## config.mk

```make
export PLATFORM = sky130hd
export DESIGN_NAME = display_arbiter_flat
export DESIGN_NICKNAME = d
export VERILOG_FILES = /design/src/rtl/display_arbiter_pkg.sv /design/src/rtl/display_arbiter_if.sv /design/src/rtl/display_arbiter_scan_timer.sv /design/src/rtl/display_arbiter.sv /design/src/flat_wrapper.sv
export SDC_FILE = /design/constraint.sdc
export NUM_CORES = 1
export LEC_CHECK = 0
export ABC_AREA = 1
export CELL_PAD_IN_SITES_DETAIL_PLACEMENT = 0
export CELL_PAD_IN_SITES_GLOBAL_PLACEMENT = 1
export CORE_UTILIZATION = 35
export DETAILED_ROUTE_END_ITERATION = 6
export PLACE_DENSITY_LB_ADDON = 0.1
export SYNTH_ARGS = -nofsm -noshare
export SYNTH_HDL_FRONTEND = slang
export SYNTH_SLANG_ARGS = --single-unit
```

## constraint.sdc

```tcl
create_clock -name clk -period 3.1 [get_ports clk]
set_input_delay 0.93 -clock clk [delete_from_list [all_inputs] [get_ports clk]]
set_output_delay 0.93 -clock clk [all_outputs]
set_load 0.005 [all_outputs]
```

## src/rtl/display_arbiter_pkg.sv

```systemverilog
// Shared types and constants for the 7-segment display arbiter.
// Provides the anode encodings, the arbiter state enum and small
// digit-selection helpers used by display_arbiter.
package display_pkg;

  localparam int NDIGITS = 4;

  typedef logic [3:0] an_t;

  localparam an_t AN_D0  = 4'b1110;
  localparam an_t AN_D1  = 4'b1101;
  localparam an_t AN_D2  = 4'b1011;
  localparam an_t AN_D3  = 4'b0111;
  localparam an_t AN_OFF = 4'b1111;

  typedef enum logic [1:0] {IDLE, ARB, SHOW} arb_state_t;

  // Active-low anode pattern for a scan index.
  function automatic an_t digit_anode(input logic [1:0] idx);
    an_t a;
    case (idx)
      2'd0:    a = AN_D0;
      2'd1:    a = AN_D1;
      2'd2:    a = AN_D2;
      default: a = AN_D3;
    endcase
    return a;
  endfunction

  // Nibble of a 16-bit value shown on a given scan index.
  function automatic logic [3:0] digit_nibble(input logic [15:0] v, input logic [1:0] idx);
    logic [3:0] n;
    case (idx)
      2'd0:    n = v[3:0];
      2'd1:    n = v[7:4];
      2'd2:    n = v[11:8];
      default: n = v[15:12];
    endcase
    return n;
  endfunction

  // A digit is significant if it or anything above it is non-zero;
  // digit 0 always counts so a zero value still shows "0".
  function automatic logic digit_significant(input logic [15:0] v, input logic [1:0] idx);
    logic s;
    case (idx)
      2'd0:    s = 1'b1;
      2'd1:    s = |v[15:4];
      2'd2:    s = |v[15:8];
      default: s = |v[15:12];
    endcase
    return s;
  endfunction

endpackage

```

## src/rtl/display_arbiter_if.sv

```systemverilog
// Requester/display bus for display_arbiter.
// master: the requester side (drives req/value, sees grant/done/owner and
// the display pins). slave: the arbiter.
interface display_arbiter_if #(
  parameter int NREQ = 4
);
  localparam int OW = (NREQ > 1) ? $clog2(NREQ) : 1;

  logic [NREQ-1:0]      req;
  logic [16*NREQ-1:0]   value;
  logic [NREQ-1:0]      grant;
  logic                 done;
  logic [OW-1:0]        owner;
  logic [3:0]           an;
  logic [3:0]           digit;

  modport master (output req, value, input grant, done, owner, an, digit);
  modport slave  (input req, value, output grant, done, owner, an, digit);
endinterface

```

## src/rtl/display_arbiter_scan_timer.sv

```systemverilog
// Digit-scan timebase: prescaler of SCAN_DIV clocks per digit, a 2-bit
// digit index, and per-digit / per-frame tick strobes.
module scan_timer #(
  parameter int SCAN_DIV = 100000
) (
  input  logic       clk,
  input  logic       reset,
  output logic       dtick_o,
  output logic       ftick_o,
  output logic [1:0] index_o
);

  localparam int CW = (SCAN_DIV > 1) ? $clog2(SCAN_DIV) : 1;
  localparam logic [CW-1:0] CNT_LAST = CW'(SCAN_DIV - 1);

  logic [CW-1:0] cnt_q, cnt_d;
  logic [1:0]    idx_q, idx_d;

  assign dtick_o = (cnt_q == CNT_LAST);
  assign ftick_o = dtick_o && (idx_q == 2'd3);
  assign index_o = idx_q;

  // Prescaler wraps at SCAN_DIV-1; index advances once per digit period.
  always_comb begin
    cnt_d = dtick_o ? '0 : cnt_q + CW'(1);
    idx_d = dtick_o ? idx_q + 2'd1 : idx_q;
  end

  // Scan state registers.
  always_ff @(posedge clk) begin
    if (reset) begin
      cnt_q <= '0;
      idx_q <= '0;
    end else begin
      cnt_q <= cnt_d;
      idx_q <= idx_d;
    end
  end

endmodule

```

## src/rtl/display_arbiter.sv

```systemverilog
// Round-robin owner arbitration for the shared 4-digit 7-segment display,
// with a minimum hold of HOLD_FRAMES scan frames per owner. Drives the
// active-low anodes and the nibble of the lit digit; the hex decoder sits
// downstream. Optional build macro LZ_BLANK_EN blanks leading-zero digits.
module display_arbiter
  import display_pkg::*;
#(
  parameter int NREQ        = 4,
  parameter int SCAN_DIV    = 100000,
  parameter int HOLD_FRAMES = 250
) (
  input  logic             clk,
  input  logic             reset,
  display_arbiter_if.slave bus
);

  localparam int OW = (NREQ > 1) ? $clog2(NREQ) : 1;
  localparam int HW = (HOLD_FRAMES > 0) ? $clog2(HOLD_FRAMES + 1) : 1;
  localparam logic [HW-1:0] HOLD_MAX = HW'(HOLD_FRAMES);

  arb_state_t      state_q, state_d;
  logic [NREQ-1:0] grant_q, grant_d;
  logic [OW-1:0]   owner_q, owner_d;
  logic [OW-1:0]   rr_q, rr_d;
  logic [HW-1:0]   hold_q, hold_d;
  logic [15:0]     disp_q, disp_d;
  logic            done_q, done_d;
  an_t             an_q, an_d;
  logic [3:0]      digit_q, digit_d;

  // dtick is left for other consumers of the timebase; only frames matter here.
  logic            scan_dtick_unused;
  logic            ftick;
  logic [1:0]      scan_idx;

  logic            win_found;
  logic [OW-1:0]   win_idx;
  logic [15:0]     win_val;
  logic            own_req;
  logic [15:0]     own_val;
  logic            others;
  logic            hold_done;
  logic            lit;

  scan_timer #(.SCAN_DIV(SCAN_DIV)) u_scan (
    .clk     (clk),
    .reset   (reset),
    .dtick_o (scan_dtick_unused),
    .ftick_o (ftick),
    .index_o (scan_idx)
  );

  // Round-robin pick: first requester above the last owner, wrapping.
  always_comb begin
    int c;
    c         = 0;
    win_found = 1'b0;
    win_idx   = '0;
    win_val   = '0;
    for (int k = 1; k <= NREQ; k++) begin
      c = int'(rr_q) + k;
      if (c >= NREQ) c = c - NREQ;
      if (!win_found && bus.req[c[OW-1:0]]) begin
        win_found = 1'b1;
        win_idx   = c[OW-1:0];
        win_val   = bus.value[16*c +: 16];
      end
    end
  end

  // Current owner's live request and value.
  always_comb begin
    own_req = 1'b0;
    own_val = '0;
    for (int i = 0; i < NREQ; i++) begin
      if (OW'(i) == owner_q) begin
        own_req = bus.req[i];
        own_val = bus.value[16*i +: 16];
      end
    end
  end

  assign others    = |(bus.req & ~grant_q);
  assign hold_done = (hold_q == HOLD_MAX);

  // Arbiter next state: grant in ARB, hold/release/refresh in SHOW.
  always_comb begin
    state_d = state_q;
    grant_d = grant_q;
    owner_d = owner_q;
    rr_d    = rr_q;
    hold_d  = hold_q;
    disp_d  = disp_q;
    done_d  = 1'b0;
    case (state_q)
      IDLE: begin
        if (|bus.req) state_d = ARB;
      end
      ARB: begin
        if (win_found) begin
          state_d          = SHOW;
          grant_d          = '0;
          grant_d[win_idx] = 1'b1;
          owner_d          = win_idx;
          rr_d             = win_idx;
          disp_d           = win_val;
          hold_d           = '0;
        end else begin
          state_d = IDLE;
        end
      end
      SHOW: begin
        // Owner leaving always wins; preemption only once the hold expired.
        if (!own_req || (hold_done && others)) begin
          grant_d = '0;
          done_d  = 1'b1;
          state_d = (|bus.req) ? ARB : IDLE;
        end else if (ftick) begin
          if (hold_done) disp_d = own_val;
          else           hold_d = hold_q + HW'(1);
        end
      end
      default: state_d = IDLE;
    endcase
  end

  // Display drive follows the next state so release blanks on the same edge.
`ifdef LZ_BLANK_EN
  assign lit = digit_significant(disp_d, scan_idx);
`else
  assign lit = 1'b1;
`endif

  // Anode/nibble selection for the current scan index.
  always_comb begin
    an_d    = AN_OFF;
    digit_d = '0;
    if (state_d == SHOW && lit) begin
      an_d    = digit_anode(scan_idx);
      digit_d = digit_nibble(disp_d, scan_idx);
    end
  end

  // Arbiter state and registered outputs.
  always_ff @(posedge clk) begin
    if (reset) begin
      state_q <= IDLE;
      grant_q <= '0;
      owner_q <= '0;
      rr_q    <= OW'(NREQ - 1);
      hold_q  <= '0;
      disp_q  <= '0;
      done_q  <= 1'b0;
      an_q    <= AN_OFF;
      digit_q <= '0;
    end else begin
      state_q <= state_d;
      grant_q <= grant_d;
      owner_q <= owner_d;
      rr_q    <= rr_d;
      hold_q  <= hold_d;
      disp_q  <= disp_d;
      done_q  <= done_d;
      an_q    <= an_d;
      digit_q <= digit_d;
    end
  end

  assign bus.grant = grant_q;
  assign bus.done  = done_q;
  assign bus.owner = owner_q;
  assign bus.an    = an_q;
  assign bus.digit = digit_q;

endmodule

```

## src/flat_wrapper.sv

```systemverilog
// flat-port wrapper written by rule: the top's interface ports become plain ports
module display_arbiter_flat import display_pkg::*;
#(
  parameter int NREQ        = 4,
  parameter int SCAN_DIV    = 100000,
  parameter int HOLD_FRAMES = 250
)
  (clk, reset, bus_req, bus_value, bus_grant, bus_done, bus_owner, bus_an, bus_digit);
  display_arbiter_if #(.NREQ(NREQ)) bus_i ();
  input  logic clk;
  input  logic reset;
  input wire logic [$bits(bus_i.req)-1:0] bus_req;
  input wire logic [$bits(bus_i.value)-1:0] bus_value;
  output wire logic [$bits(bus_i.grant)-1:0] bus_grant;
  output wire logic [$bits(bus_i.done)-1:0] bus_done;
  output wire logic [$bits(bus_i.owner)-1:0] bus_owner;
  output wire logic [$bits(bus_i.an)-1:0] bus_an;
  output wire logic [$bits(bus_i.digit)-1:0] bus_digit;
  assign bus_i.req = bus_req;
  assign bus_i.value = bus_value;
  assign bus_grant = bus_i.grant;
  assign bus_done = bus_i.done;
  assign bus_owner = bus_i.owner;
  assign bus_an = bus_i.an;
  assign bus_digit = bus_i.digit;
  display_arbiter #(.NREQ(NREQ), .SCAN_DIV(SCAN_DIV), .HOLD_FRAMES(HOLD_FRAMES)) u_core (.clk(clk), .reset(reset), .bus(bus_i));
endmodule
```

== Word level (Yosys, flattened, before mapping) ==
Index checks and enable logic that the tools add are counted.

* Eq/ne operators: 16
* Order comparisons: 10
* Multiply operators: 0
* Reductions and logical operators: 23
* Bitwise operators: 4
* $add $sub $neg: 11
* Shift-type cells: 4
* Muxes and demuxes: 55
* Divide/modulo/power cells: 0

{| class="wikitable"
|+ Operator list
! cell !! number
|-
| $shiftx 64x32->16 || 4
|-
| $mux 16 || 12
|-
| $ge 32x4->1 const B || 4
|-
| $mux 28 || 4
|-
| $sub 28x4->28 const B || 4
|-
| $mux 8 || 4
|-
| $pmux 16 s2 || 1
|-
| $pmux 4 s3 || 2
|-
| $add 17x1->17 const B || 1
|-
| $eq 17x17->1 const B || 1
|-
| $pmux 8 s2 || 1
|-
| $lt 2x3->1 const B || 5
|-
| $mux 1 || 15
|-
| $mux 2 || 7
|-
| $add 8x1->8 const B || 1
|-
| $bmux 1 s2 || 4
|-
| $eq 2x2->1 const B || 4
|-
| $eq 8x8->1 const B || 1
|-
| $mux 4 || 2
|-
| $pmux 4 s2 || 1
|-
| $reduce_or 4->1 || 2
|-
| $add 2x2->3 const B || 2
|-
| $logic_and 1x1->1 || 6
|-
| $logic_not 2->1 || 3
|-
| other kinds (21) || 32
|}

* Bits of input ports: 70
* Latch bits: 0
* Bits in writable memories: 0
* Register bits after elaboration: 62
* Output and inout bits: 15
* Memories kept: 0
* Word-level logic and storage cells: 134
* Memory bits (read-only): 0

== Depth between registers and ports, before layout ==
Gate-level depths: netlist (run 1).

* Word-level depth: 21
* Gate-level depth with buffers: 22
* Gate-level depth less buffers: 18

== By module ==
From an unflattened synthesis (run 1), not the netlist that was laid out.

* Cell total of the unflattened synthesis: 1106
* Area total of the unflattened synthesis: 6314.8 µm²

{| class="wikitable"
|+ By module, submodules not included
! module !! area an instance (µm²) !! cells each !! seq. area each (µm²) !! times used
|-
| display_arbiter || 5216.3 || 956 || 860.8 || 1
|-
| scan_timer || 1098.6 || 150 || 380.4 || 1
|}

== Worst setup path before layout (run 1) ==
Ideal clock, no wire load.

* Path kind: reg-to-reg
* Start: reg u_core.rr_q[1]
* End: reg u_core.digit_q[1], in the netlist u_core.bus.digit[1]
* Library setup time: 0.111 ns
* Cell stages (with the launch flop): 22
* Setup slack: 0.488 ns
* Clock period less this slack: 2.612 ns
* Required time: 2.989 ns
* Buffers on the path: 5
* Arrival: 2.500 ns
* Cells stage by stage: dfxtp_1 -> buf_2 -> inv_1 -> buf_2 -> buf_2 -> ha_1 -> inv_2 -> buf_2 -> nand3_2 -> nand2_2 -> nand2_2 -> nor2_4 -> buf_6 -> nand3_1 -> nand2_1 -> inv_1 -> nand2_1 -> nand3_1 -> nand3_1 -> nand2_1 -> nor2_1 -> nor2_1

* Longest elaborated chain between the ends: 20
* Elaborated cells on any way between the ends: 50
* Classes of those cells: add/sub: 8; order compare: 4; eq/ne: 1; shift: 4; mux: 25; bitwise: 1; reduce/logical: 7

{| class="wikitable"
|+ RTL lines
! item !! RTL line !! text
|-
| start: declaration || display_arbiter.sv:24 || <nowiki>logic [OW-1:0] rr_q, rr_d;</nowiki>
|-
| start signal: assignment || display_arbiter.sv:150 || <nowiki>rr_q <= OW'(NREQ - 1);</nowiki>
|-
| start signal: assignment || display_arbiter.sv:160 || <nowiki>rr_q <= rr_d;</nowiki>
|-
| $add 2x1->3 || display_arbiter.sv:61 || <nowiki>c = int'(rr_q) + k;</nowiki>
|-
| $sub 28x4->28 / $ge 32x4->1 (equally long branches) || display_arbiter.sv:62 || <nowiki>if (c >= NREQ) c = c - NREQ;</nowiki>
|-
| $mux 28 || display_arbiter.sv:62 ||
|-
| $bmux 1 s2 || display_arbiter.sv:63 || <nowiki>if (!win_found && bus.req[c[OW-1:0]]) begin</nowiki>
|-
| $mux 1 (implied by the code) || display_arbiter.sv:63 ||
|-
| $mux 1 || display_arbiter.sv:63 ||
|-
| $logic_not 1->1 || display_arbiter.sv:63 ||
|-
| $logic_and 1x1->1 || display_arbiter.sv:63 ||
|-
| [... 4 more ...] || -- ||
|-
| $logic_not 1->1 || display_arbiter.sv:63 ||
|-
| $logic_and 1x1->1 || display_arbiter.sv:63 ||
|-
| $mux 1 || display_arbiter.sv:63 ||
|-
| $mux 2 || display_arbiter.sv:100 || <nowiki>if (win_found) begin</nowiki>
|-
| $pmux 2 s3 || display_arbiter.sv:95 || <nowiki>case (state_q)</nowiki>
|-
| $eq 2x2->1 || display_arbiter.sv:138 || <nowiki>if (state_d == SHOW && lit) begin</nowiki>
|-
| $not 1->1 (no line) || -- ||
|-
| $reduce_or 2->1 (no line) || -- ||
|-
| end signal: assignment || display_arbiter.sv:165 || <nowiki>digit_q <= digit_d;</nowiki>
|-
| end: declaration || display_arbiter.sv:29 || <nowiki>logic [3:0] digit_q, digit_d;</nowiki>
|}

Several ways; a longest one is shown, not always the timed one. The select of a mux whose other input is x is not followed.
A chain may end at the register's enable or synchronous reset.

== Worst setup path after layout (run 1) ==
* Start: in bus_req[3]
* End: reg u_core.digit_q[1], in the netlist u_core.bus.digit[1]

* Longest elaborated chain between the ends: 17
* Elaborated cells on any way between the ends: 41
* Classes of those cells: eq/ne: 1; mux: 26; bitwise: 2; reduce/logical: 12

{| class="wikitable"
|+ RTL lines
! item !! RTL line !! text
|-
| start: declaration || flat_wrapper.sv:12 || <nowiki>input wire logic [$bits(bus_i.req)-1:0] bus_req;</nowiki>
|-
| $bmux 1 s2 || display_arbiter.sv:63 ||
|-
| $mux 1 (implied by the code) || display_arbiter.sv:63 ||
|-
| $mux 1 || display_arbiter.sv:63 ||
|-
| $logic_not 1->1 || display_arbiter.sv:63 ||
|-
| $logic_and 1x1->1 || display_arbiter.sv:63 ||
|-
| $mux 1 || display_arbiter.sv:63 ||
|-
| $logic_not 1->1 || display_arbiter.sv:63 ||
|-
| $logic_and 1x1->1 || display_arbiter.sv:63 ||
|-
| $mux 1 || display_arbiter.sv:63 ||
|-
| $logic_not 1->1 || display_arbiter.sv:63 ||
|-
| $logic_and 1x1->1 || display_arbiter.sv:63 ||
|-
| $mux 1 || display_arbiter.sv:63 ||
|-
| $mux 2 || display_arbiter.sv:100 ||
|-
| $pmux 2 s3 || display_arbiter.sv:95 ||
|-
| $eq 2x2->1 || display_arbiter.sv:138 ||
|-
| $not 1->1 (no line) || -- ||
|-
| $reduce_or 2->1 (no line) || -- ||
|}

Several ways; a longest one is shown, not always the timed one. The select of a mux whose other input is x is not followed.

==> results of run 1 <==
==> cell families (layout without fill, tap and decap cells) <==
| logic type | Yosys count | after routing | share of synthesized area, % |
|---|---|---|---|
| DFF | 62 | 62 | 19.7 |
| xor gates and xnor gates | 11 | 11 | 1.53 |
| muxes | 5 | 5 | 0.815 |
| buffers and inverters | 180 | 274 | 12.5 |
| adders and majority gates | 20 | 20 | 3.98 |
| and+or+nand+nor | 652 | 652 | 44.2 |
| AOI/OAI and AO/OA | 200 | 200 | 17.3 |
==> state kept, by name, summed over array words and instances, names as in the netlist, 4 cells and up <==
signal,count
u_core.u_scan.cnt_q,17
u_core.bus.an,4
u_core.bus.digit,4
u_core.disp_q,16
u_core.hold_q,8
u_core.bus.grant,4
==> worst max-delay path by stage <==
stage                         from                  end  slack [ns]  cells past startpoint
detailed placement      bus_req[3]  u_core.bus.digit[1]        0.02                     16
finish                  bus_req[3]  u_core.bus.digit[1]        0.34                     16
floorplan           u_core.rr_q[1]  u_core.bus.digit[1]        0.49                     21
CTS                     bus_req[3]  u_core.bus.digit[1]        0.36                     16
global placement        bus_req[3]  u_core.bus.digit[1]        0.01                     16
global route            bus_req[1]  u_core.bus.digit[1]       0.008                     16
==> Yosys cell counts (all sizes together) (5+ instances only) <==
cell	n	area [um^2]
nand2	406	1570
inv	128	485
o21ai	108	544
nor2	104	425
nand3	101	526
dfxtp	62	1240
a21oi	60	300
buf	37	246
ha	20	250
clkbuf	14	52.6
nand4	13	81.3
nor3	11	66.3
o211ai	10	75.1
or2	10	62.6
xor2	7	61.3
o221ai	5	43.8
==> power by group <==
group	total, mW	internal [mW]	switching, mW
Sequential	0.952	0.878	0.0741
Clock	0.973	0.615	0.358
Combinational	2.99	1.04	1.95
==> layer usage <==
layer | part of all wire [%] | vias up | wire [um] | GRT usage (%)
met5 | 0 | - | 0 | 0
met4 | 2.4 | 0 | 547 | 6.91
met3 | 6.7 | 38 | 1550 | 5.78
met2 | 44 | 209 | 10300 | 41.7
met1 | 46 | 3329 | 10800 | 33.9
li1 | - | 3803 | - | -
==> worst reg2reg max path: stages (launching register included) <==
cell	delay (ns)
dfxtp_4	0.40
buf_4	0.43
buf_4	0.49
o21ai_0	0.30
nand2_1	0.11
nand2_1	0.08
nand2_1	0.07
nand2_1	0.05
a31oi_1	0.20
nand2_1	0.09
a21oi_1	0.18
nand3_1	0.09
nand2_1	0.09
nor2_1	0.05
==> stage by stage <==
step	setup slack, ns	cells	hold slack [ns]
after global routing	0.00787	1449	0.480
after floorplan	0.488	1130	0.418
final	0.338	1449	0.457
after detailed placement	0.0201	1434	0.450
after global placement	0.0139	1434	0.431
after CTS	0.360	1449	0.463
==> layout make-up <==
class / count / area (um^2) / area share, %
clock buffers: 9 / 225 / 2.90
clock inverters: 6 / 63.8 / 0.823
inverters: 129 / 489 / 6.31
multi-input cells: 888 / 4260 / 55.0
flip-flops and latches: 62 / 1240 / 16.1
well taps: 225 / 282 / 3.63
repair buffers: 130 / 1190 / 15.3
==> impl_metrics.prom, run 1 <==
# TYPE chip_impl_metric gauge
chip_impl_info{name="outcome",value="finished clean"} 1
chip_impl_metric{name="fmax",unit="MHz"} 362
chip_impl_info{name="worst_r2r_startpoint",value="u_core.rr_q[0]"} 1
chip_impl_metric{name="pwr_density_cell",unit="mW/mm^2"} 634
chip_impl_metric{name="first_global_vias",unit=""} 6884
chip_impl_metric{name="r2r_setup_slack",unit="ns"} 0.37
chip_impl_metric{name="insertedDiodeCount",unit=""} 0
chip_impl_metric{name="rr_worst_depth",unit=""} 13
chip_impl_metric{name="synthDistinctLibCells",unit=""} 45
chip_impl_metric{name="dr.pass1.iters",unit=""} 5
chip_impl_metric{name="holdPathStages",unit=""} 1
chip_impl_info{name="layout.cells.most_common",value="nand2_1"} 1
chip_impl_info{name="cts_tree",value="done"} 1
chip_impl_metric{name="syn_area_per_cell",unit="um^2"} 5.57
chip_impl_metric{name="drt_wl_total",unit="um"} 23100
chip_impl_metric{name="synth-seq-cells",unit=""} 62
chip_impl_metric{name="via_per_inst",unit=""} 5.09
chip_impl_metric{name="dpl-instance-area",unit="mm^2"} 0.00747
chip_impl_metric{name="mappedNetlistArea",unit="mm^2"} 0.00629
chip_impl_metric{name="grt_pass1_wl",unit="um"} 36700
chip_impl_metric{name="vias",unit=""} 7379
chip_impl_metric{name="postCtsSetupRepairBufs",unit=""} 0
chip_impl_info{name="crit_path_top_delay_cell",value="clkdlybuf4s50_1"} 1
chip_impl_metric{name="post_route_cells_drive_above_1_share",unit="%"} 9.07
chip_impl_metric{name="fp-row-count",unit=""} 48
chip_impl_metric{name="slew_limit_fails",unit=""} 0
chip_impl_metric{name="hold_viol",unit=""} 0
chip_impl_metric{name="total_leakage_power",unit="nW"} 3.70
chip_impl_metric{name="drt.antenna.violating_nets",unit=""} 0
chip_impl_metric{name="grt_antenna_before_repair",unit=""} 0
chip_impl_metric{name="syn-num-nets",unit=""} 1220
chip_impl_info{name="whs_endpoint",value="u_core.u_scan.cnt_q[0]"} 1
chip_impl_info{name="cpLargestDelayFamily",value="simple AND/OR/NAND/NOR gates"} 1
chip_impl_metric{name="wl_per_cell",unit="um"} 16.0
chip_impl_metric{name="number_of_remaining_drc_errors",unit=""} 0
chip_impl_metric{name="clk_pin_slew_worst_paths",unit="ns"} 0.05
chip_impl_info{name="clock-root-buffer",value="clkbuf_16"} 1
chip_impl_info{name="rsz0062_at_grt",value="false"} 1
chip_impl_info{name="dominantRegCellSynth",value="dfxtp_1"} 1
chip_impl_metric{name="clkLatencyLatePin",unit="ns"} 0.33
chip_impl_metric{name="synthArstFlopShare",unit="%"} 0
chip_impl_metric{name="worst-endpoint-arrival",unit="ns"} 3.03
chip_impl_info{name="rr_endpoint",value="u_core.bus.digit[1]"} 1
chip_impl_metric{name="post_cts.resized_instances",unit=""} 0
chip_impl_metric{name="finish.instance_area",unit="mm^2"} 0.00775
chip_impl_metric{name="worst_path_largest_cell_delay",unit="ns"} 0.50
chip_impl_metric{name="finalSetupViolCount",unit=""} 0
chip_impl_metric{name="gpl.final_weighted_congestion",unit=""} 0.895
chip_impl_metric{name="cts_made_buffers",unit=""} 9
chip_impl_metric{name="part_of_the_cycle_the_worst_path_needs",unit="%"} 89.1
chip_impl_metric{name="fin_crit",unit="ns"} 2.76
chip_impl_metric{name="starting_density_of_the_core",unit="%"} 36.1
chip_impl_metric{name="die_height",unit="um"} 136
chip_impl_info{name="layout.cells.most_common_list",value="396 x nand2_1, 114 x inv_1, 100 x o21ai_0"} 1
chip_impl_info{name="criticalPathCategory",value="input port to flip-flop"} 1
chip_impl_metric{name="first_iter_violations",unit=""} 552
chip_impl_metric{name="gr-total-overflow",unit=""} 0
chip_impl_info{name="worst_path_most_repeated_cell",value="nand2_1"} 1
chip_impl_metric{name="detailedPlacementHpwl",unit="um"} 18300
chip_impl_metric{name="worst_clock_skew",unit="ns"} 0.00661
chip_impl_metric{name="ys.warnings.count",unit=""} 0
chip_impl_metric{name="pin_count_of_the_biggest_net_entering_global_routing",unit=""} 55
chip_impl_metric{name="synth_sequential_area_ratio",unit="%"} 19.7
chip_impl_metric{name="netlist_instances",unit=""} 1130
chip_impl_metric{name="post-layout-total-power",unit="mW"} 4.91
chip_impl_info{name="min_path_type",value="flip-flop to flip-flop"} 1
chip_impl_metric{name="worst-slew-pin-transition",unit="ns"} 0.715
chip_impl_metric{name="final.fill_count",unit=""} 1966
chip_impl_metric{name="finalSetupTns",unit="ns"} 0
chip_impl_metric{name="cts.path.max_buffers",unit=""} 2
chip_impl_metric{name="grtUsageTotal",unit="%"} 25.7
chip_impl_metric{name="cp.required",unit="ns"} 3.37
chip_impl_metric{name="highest_fanout_seen_on_the_critical_path",unit=""} 12
chip_impl_metric{name="place.port_buffers",unit=""} 84
chip_impl_info{name="worstPathCellList",value="clkdlybuf4s50_1 > inv_2 > nand2_1 > nand3_2 > nand2_4 > inv_2 > nand2_2 > nor2_4 > nand2_4 > nor2_1 > o21ai_1 > nand2_1 > a21oi_1 > nand3_1 > nand2_1 > nor2_1"} 1
chip_impl_metric{name="clock-sinks",unit=""} 62
chip_impl_metric{name="areaGrowthSynthToFinish",unit="%"} 23.2
chip_impl_metric{name="final_util",unit="%"} 44.5
chip_impl_metric{name="htree_levels",unit=""} 3
chip_impl_info{name="min_from",value="u_core.u_scan.cnt_q[0]"} 1
chip_impl_metric{name="worst_ir_drop_on_vdd",unit="mV"} 0.300
chip_impl_metric{name="max_cap_viol_count",unit=""} 0
chip_impl_info{name="crit_path_start_kind",value="input port"} 1
chip_impl_metric{name="count_of_flip_flops_with_a_built_in_enable_after_synthesis",unit=""} 0
chip_impl_metric{name="dieWidth",unit="um"} 136
chip_impl_metric{name="ios",unit=""} 85
chip_impl_metric{name="net_total_in_the_final_layout",unit=""} 1310
chip_impl_metric{name="slew-limit-headroom",unit="%"} 52.2
chip_impl_metric{name="core-area",unit="mm^2"} 0.0174
chip_impl_metric{name="cts.hold.buffers_added",unit=""} 0
chip_impl_metric{name="die-area",unit="mm^2"} 0.0185
chip_impl_info{name="crit_path_end_kind",value="flip-flop"} 1
chip_impl_metric{name="cp.buffers_inverters",unit=""} 3
(Power assumes the default switching activity.)
==> run 2, diff against run 1 <==
--- a/config.mk
+++ b/config.mk
@@ -6,6 +6,7 @@
 export NUM_CORES = 1
 export LEC_CHECK = 0
 export ABC_AREA = 1
+export CAP_MARGIN = 10
 export CELL_PAD_IN_SITES_DETAIL_PLACEMENT = 0
 export CELL_PAD_IN_SITES_GLOBAL_PLACEMENT = 1
 export CORE_UTILIZATION = 35
@@ -14,3 +15,4 @@
 export SYNTH_ARGS = -nofsm -noshare
 export SYNTH_HDL_FRONTEND = slang
 export SYNTH_SLANG_ARGS = --single-unit
+export TNS_END_PERCENT = 100
==> results of run 2 <==
Same layout as run 1: the final DEF is identical, and so are final timing and power.
